`src/rtl/prco_decoder_pipe.sv`:
```
// prco_decoder_pipe
//   Handshaked PRCO instruction decoder placed between fetch and the
//   execute/ALU/RAM stage. It accepts one instruction per cycle and
//   presents a registered decoded bundle one cycle later. A one-entry skid
//   register absorbs the instruction accepted while the output is stalled.
//   NOPs are accepted and dropped. An illegal opcode is dropped and raises
//   a sticky halt that blocks further input until reset.
//
// Opcode map (opcode = instr[INSTR_W-1 -: OP_W]):
//   0 NOP, 1 MOV, 2 MOVI, 3 ADD, 4 ADDI, 5 SUBI, 6 CMP, 7 JMP,
//   8 LW, 9 SW, 10 WRITE. Any other value is illegal.
//
// Ports:
//   i_clk, i_reset         clock, synchronous active-high reset
//   i_valid/q_ready        instruction handshake from fetch (i_instr)
//   i_flush                drop the output and skid contents
//   q_valid/i_ready        decoded bundle handshake to downstream
//   q_op .. q_simm         decoded fields
//   q_reg_we .. q_new_uart1_data  dependency flags
//   q_halt                 sticky illegal-opcode halt
//   q_decoded_count        bundles handed downstream (wraps)
module prco_decoder_pipe #(
    parameter int INSTR_W     = 16,
    parameter int OP_W        = 5,
    parameter int RS_W        = 3,
    parameter int IMM_W       = 8,
    parameter int SIMM_W      = 5,
    parameter int THREE_OP_EN = 0,
    parameter int CNT_W       = 16
) (
    input  logic               i_clk,
    input  logic               i_reset,
    input  logic               i_valid,
    output logic               q_ready,
    input  logic [INSTR_W-1:0] i_instr,
    input  logic               i_flush,
    output logic               q_valid,
    input  logic               i_ready,
    output logic [OP_W-1:0]    q_op,
    output logic [RS_W-1:0]    q_seld,
    output logic [RS_W-1:0]    q_sela,
    output logic [RS_W-1:0]    q_selb,
    output logic               q_third_sel,
    output logic [IMM_W-1:0]   q_imm,
    output logic [SIMM_W-1:0]  q_simm,
    output logic               q_reg_we,
    output logic               q_req_alu,
    output logic               q_req_ram,
    output logic               q_req_ram_we,
    output logic               q_new_uart1_data,
    output logic               q_halt,
    output logic [CNT_W-1:0]   q_decoded_count
);

    localparam logic [OP_W-1:0] OP_NOP   = OP_W'(0);
    localparam logic [OP_W-1:0] OP_MOV   = OP_W'(1);
    localparam logic [OP_W-1:0] OP_MOVI  = OP_W'(2);
    localparam logic [OP_W-1:0] OP_ADD   = OP_W'(3);
    localparam logic [OP_W-1:0] OP_ADDI  = OP_W'(4);
    localparam logic [OP_W-1:0] OP_SUBI  = OP_W'(5);
    localparam logic [OP_W-1:0] OP_CMP   = OP_W'(6);
    localparam logic [OP_W-1:0] OP_JMP   = OP_W'(7);
    localparam logic [OP_W-1:0] OP_LW    = OP_W'(8);
    localparam logic [OP_W-1:0] OP_SW    = OP_W'(9);
    localparam logic [OP_W-1:0] OP_WRITE = OP_W'(10);

    typedef struct packed {
        logic [OP_W-1:0]   op;
        logic [RS_W-1:0]   seld;
        logic [RS_W-1:0]   sela;
        logic [RS_W-1:0]   selb;
        logic              third_sel;
        logic [IMM_W-1:0]  imm;
        logic [SIMM_W-1:0] simm;
        logic              reg_we;
        logic              req_alu;
        logic              req_ram;
        logic              req_ram_we;
        logic              new_uart1_data;
    } bundle_t;

    bundle_t             dec_bundle;
    logic                dec_nop;
    logic                dec_legal;

    bundle_t             out_reg, out_next;
    bundle_t             skid_reg, skid_next;
    logic                out_valid_reg, out_valid_next;
    logic                skid_valid_reg, skid_valid_next;
    logic                ready_reg, ready_next;
    logic                halt_reg, halt_next;
    logic [CNT_W-1:0]    count_reg, count_next;

    logic                out_fire;
    logic                in_acc;
    logic                in_live;

    // Field extraction is unconditional; only the flags depend on the opcode.
    always_comb begin
        dec_bundle      = '0;
        dec_bundle.op   = i_instr[INSTR_W-1 -: OP_W];
        dec_bundle.seld = i_instr[INSTR_W-OP_W-1 -: RS_W];
        dec_bundle.sela = i_instr[INSTR_W-OP_W-RS_W-1 -: RS_W];
        dec_bundle.selb = i_instr[INSTR_W-OP_W-2*RS_W-1 -: RS_W];
        dec_bundle.imm  = i_instr[IMM_W-1:0];
        dec_bundle.simm = i_instr[SIMM_W-1:0];
        dec_nop   = 1'b0;
        dec_legal = 1'b1;
        case (dec_bundle.op)
            OP_NOP: dec_nop = 1'b1;
            OP_MOV, OP_MOVI, OP_ADDI, OP_SUBI: begin
                dec_bundle.reg_we  = 1'b1;
                dec_bundle.req_alu = 1'b1;
            end
            OP_ADD: begin
                dec_bundle.reg_we    = 1'b1;
                dec_bundle.req_alu   = 1'b1;
                dec_bundle.third_sel = (THREE_OP_EN != 0);
            end
            OP_LW: begin
                dec_bundle.reg_we  = 1'b1;
                dec_bundle.req_ram = 1'b1;
            end
            OP_SW: begin
                dec_bundle.req_ram    = 1'b1;
                dec_bundle.req_ram_we = 1'b1;
            end
            OP_CMP:   dec_bundle.req_alu        = 1'b1;
            OP_JMP:   dec_bundle.reg_we         = 1'b1;
            OP_WRITE: dec_bundle.new_uart1_data = 1'b1;
            default:  dec_legal = 1'b0;
        endcase
    end

    always_comb begin
        out_fire = out_valid_reg & i_ready;
        in_acc   = i_valid & ready_reg;
        in_live  = in_acc & dec_legal & ~dec_nop;

        out_next        = out_reg;
        skid_next       = skid_reg;
        out_valid_next  = out_valid_reg;
        skid_valid_next = skid_valid_reg;
        halt_next       = halt_reg;
        // A transfer that completes in a flush cycle was seen downstream,
        // so it is still counted.
        count_next      = count_reg + CNT_W'(out_fire);

        if (i_flush) begin
            out_valid_next  = 1'b0;
            skid_valid_next = 1'b0;
        end else begin
            if (in_acc && !dec_legal) begin
                halt_next = 1'b1;
            end
            if (!out_valid_reg || out_fire) begin
                // Output slot frees this edge: the older skid entry has
                // precedence, otherwise the new instruction goes straight in.
                if (skid_valid_reg) begin
                    out_next        = skid_reg;
                    out_valid_next  = 1'b1;
                    skid_valid_next = in_live;
                    if (in_live) begin
                        skid_next = dec_bundle;
                    end
                end else begin
                    out_valid_next = in_live;
                    if (in_live) begin
                        out_next = dec_bundle;
                    end
                end
            end else if (in_live) begin
                // ready_reg guarantees the skid slot is empty here.
                skid_next       = dec_bundle;
                skid_valid_next = 1'b1;
            end
        end

        // Registered ready: computed from next-state occupancy so an accept
        // can never overflow the skid slot.
        ready_next = ~skid_valid_next & ~halt_next;
    end

    always_ff @(posedge i_clk) begin
        if (i_reset) begin
            out_reg        <= '0;
            skid_reg       <= '0;
            out_valid_reg  <= 1'b0;
            skid_valid_reg <= 1'b0;
            ready_reg      <= 1'b0;
            halt_reg       <= 1'b0;
            count_reg      <= '0;
        end else begin
            out_reg        <= out_next;
            skid_reg       <= skid_next;
            out_valid_reg  <= out_valid_next;
            skid_valid_reg <= skid_valid_next;
            ready_reg      <= ready_next;
            halt_reg       <= halt_next;
            count_reg      <= count_next;
        end
    end

    assign q_ready          = ready_reg;
    assign q_valid          = out_valid_reg;
    assign q_op             = out_reg.op;
    assign q_seld           = out_reg.seld;
    assign q_sela           = out_reg.sela;
    assign q_selb           = out_reg.selb;
    assign q_third_sel      = out_reg.third_sel;
    assign q_imm            = out_reg.imm;
    assign q_simm           = out_reg.simm;
    assign q_reg_we         = out_reg.reg_we;
    assign q_req_alu        = out_reg.req_alu;
    assign q_req_ram        = out_reg.req_ram;
    assign q_req_ram_we     = out_reg.req_ram_we;
    assign q_new_uart1_data = out_reg.new_uart1_data;
    assign q_halt           = halt_reg;
    assign q_decoded_count  = count_reg;

endmodule

```
`config.mk`:
```
export PLATFORM = sky130hd
export DESIGN_NAME = prco_decoder_pipe
export DESIGN_NICKNAME = d
export VERILOG_FILES = /design/src/rtl/prco_decoder_pipe.sv
export SDC_FILE = /design/constraint.sdc
export NUM_CORES = 1
export LEC_CHECK = 0
export BUFFER_PORTS_ARGS = -buffer_cell sky130_fd_sc_hd__buf_2
export CORE_ASPECT_RATIO = 1.5
export CORE_MARGIN = 4
export CORE_UTILIZATION = 55
export DETAILED_ROUTE_END_ITERATION = 6
export GPL_TIMING_DRIVEN = 0
export PLACE_DENSITY = 0.83
export SLEW_MARGIN = 0
export SYNTH_ARGS = -nofsm -noshare
export SYNTH_HDL_FRONTEND = slang
export SYNTH_SLANG_ARGS = --single-unit
export TNS_END_PERCENT = 5
```
`constraint.sdc`:
```
create_clock -name i_clk -period 3.1 [get_ports i_clk]
set_input_delay 0.31 -clock i_clk [delete_from_list [all_inputs] [get_ports i_clk]]
set_output_delay 0.31 -clock i_clk [all_outputs]
set_load 0.02 [all_outputs]
```
==> impl_metrics.toml <==
[worst_setup_path]
startpoint_type = "flop"
critical_path.reg2reg.endpoint = "q_req_alu"
crit_path_cell_trace = "clkbuf_1 -> clkinv_1 -> o21a_1 -> nor2_1 -> clkbuf_1 -> a211oi_1"
crit_path_frequent_cell = "clkbuf_1"
timing.reg2reg.setup_slack_ns = 0.77
critical_path_buf_inv_count = 3
cp-end-kind = "flop"
slowest_cell_on_crit_path = "nor2_1"
worst_r2r_startpoint = "skid_valid_reg"
critPathTopFamily = "buffers and inverters"
worst-setup-path-type = "flop to flop"
delay_of_the_slowest_critical_path_stage_ns = 0.54
worst_r2r_path_depth = 6
critPathArrivalTime_ns = 2.53
critical_path_required_ns = 3.30
crit_path_max_fanout = 10

[clock_tree]
post_cts_hold_fix_bufs = 0
tritoncts = "built"
clock_latency_ns = 0.34
cts_resized = 0
tritoncts.num_buffers = 9
clock-sinks = 62
cts.htree.levels = 3
clk_pin_slew_ns = 0.07
cts.root.buffer_cell = "clkbuf_8"
cts.repair_timing.setup_buffer_count = 0
max-clock-path-buffers = 2

[route]
ant_nets = 0
wl_per_cell_um = 14.58
firstDrtPassIters = 4
drt_iter0_drc = 118
num_vias = 2466
route.final.wire_length_um = 6619
vias_per_cell = 5.432
drc_errors = 0

[timing]
timing_worst_slew_pin_value_ns = 0.7345
max-slew-margin-rel = 0.5071
grt_setup_unrepaired = "false"
report.final.slew_viol_count = 0
timing.hold.ws_ns = 0.2220
worst_path_setup_slack_after_routing_ns = 0.7732
final.min_clock_period_ns = 2.327
finalSetupTns_ns = 0
finalCritPeriodShare = 0.7506
timing.final.hold_violations = 0
clock_skew_ns = 0.006990
clock.fmax_mhz = 429.8
number_of_setup_violations_in_the_final_report = 0

[logic_synthesis]
synth_enable_flop_cells = 0
synth_xor_xnor_area_share = 0.02844
syn-num-nets = 330
asyncSetResetFlopFracSynth = 0
synth.cell_area_um2 = 2771
post_synth_num_cell_types = 40
synthMostInstantiatedCell = "dfxtp_1"
dominant_register_cell_in_the_synthesized_netlist = "dfxtp_1"
post-synth-top-area-fraction = 0.4479
synth_fa_ha_area_frac = 0.01264
synth_top_cells_by_area = "dfxtp_1, mux2i_1, a21oi_1"
synthesis.area_per_instance_um2 = 9.027
postSynthRegisterBits = 62
synth_largest_area_cell = "dfxtp_1"
netlist_instances = 307
seq_area_frac_synth = 0.4479
synthTopCellsByCount = "dfxtp_1, mux2i_1, nor2_1"
synthSimpleGateAreaFrac = 0.1567
post_synth_mux_area_share = 0.1269
complex_gate_fraction_of_the_synthesized_area = 0.1454
ys_warn_count = 0
synth_top_family_by_area = "simple AND/OR/NAND/NOR gates"

[global_routing]
total_congestion_overflow_after_global_routing = 0
grt_start_max_net_pins = 11
gr-usage-all-layers = 0.2233
grt_pass1_vias = 2414
antenna_violations_before_repair = 0
grt_pass1_wl_um = 10630

[placed_design]
dpl-instance-area_um2 = 3179
dp_worst_slack_ns = 0.7898
dpl.hpwl_um = 4712
gp_congestion = 0.8521
io_buffers = 65

[cells_and_area]
design.final.nets = 406
num_antenna_cells = 0
layout-drive-gt1-share = 0.2655
final_area_um2 = 3395
largest_register_ffs = 21
area.growth.synth_to_final_pct = 22.48

[floorplan]
core_area_um2 = 4848
die_width_um = 65.96
die_area_um2 = 6262
floorplan.die.height_um = 94.94
io_pins = 73
placement_rows = 31
initial_core_util = 0.5716

[min_path]
hold_path_end = "skid_reg[26]"
worstHoldStart = "i_instr[9]"
hold_path_class = "input port to flop"
timing.hold.worst_path_depth = 3

[pwr]
maximum_ir_drop_on_the_vdd_rail_mv = 0.3237
cellLeakagePower_nw = 1.521
power_dens_cells_nw_per_um2 = 504.1

[run]
max_cap_violations = 0

[outcome]
outcome = "finished clean"
==> cell families after synthesis <==
logic type	Yosys count
AOI/OAI and AO/OA	65
xor gates and xnor gates	9
muxes	35
buffers and inverters	44
adders and majority gates	3
other	1
and+or+nand+nor	88
DFF	62
==> worst min-delay path: cells and delay by family <==
family                 cells  cell delay (ns)
buffers and inverters      1             0.09
AND/OR/NAND/NOR            1             0.07
multiplexers               1             0.06
==> cell type report <==
cell class              count  area, µm²
clock buffers              12      145.1
flip-flops and latches     62       1241
repair buffers             65      325.3
well taps                  66      82.58
plain buffers              36      193.9
multi-input cells         201       1306
fillers                   393       1454
inverters                   8      30.03
clock inverters             4      70.07
==> per-layer routing <==
layer,part of all wire,global-route usage,wire length [µm]
met5,0,0,0
met4,0.011,0.1136,72
met1,0.40,0.2332,2622
met2,0.54,0.4117,3584
met3,0.051,0.04643,339
==> power breakdown <==
| group | switching (mW) | internal (mW) |
|---|---|---|
| Combinational | 0.0805 | 0.0437 |
| Sequential | 0.00543 | 0.806 |
| Clock | 0.304 | 0.473 |
==> layout by cell type (no fill, tap or decap), drive strengths merged, types with 9 or more instances in the layout <==
master and count:
clkbuf 29, a21oi 30, buf 84, nand2 12, mux2i 34, a211oi 19, dfxtp 62, nor2 34
nand3 9
==> metrics by stage <==
stage / utilization / power (mW) / instances
finish: 0.7001 / 1.711 / 454
global route: 0.7001 / 1.773 / 454
CTS: 0.7001 / 1.724 / 454
detailed placement: 0.6557 / 0.9529 / 438
global placement: 0.6557 / 0.9500 / 438
floorplan: - / 0.9095 / 307
==> worst max-delay path by stage <==
stage / from / to / slack [ns] / cells after the start
after floorplan: i_instr[14] / skid_reg[3] / 1.22 / 7
after global placement: i_instr[15] / q_req_ram / 0.85 / 7
after detailed placement: i_instr[15] / q_req_alu / 0.79 / 7
after CTS: skid_valid_reg / q_req_alu / 0.79 / 6
after global routing: skid_valid_reg / q_req_alu / 0.58 / 6
final: skid_valid_reg / q_req_alu / 0.77 / 6
(Power assumes the default switching activity.)
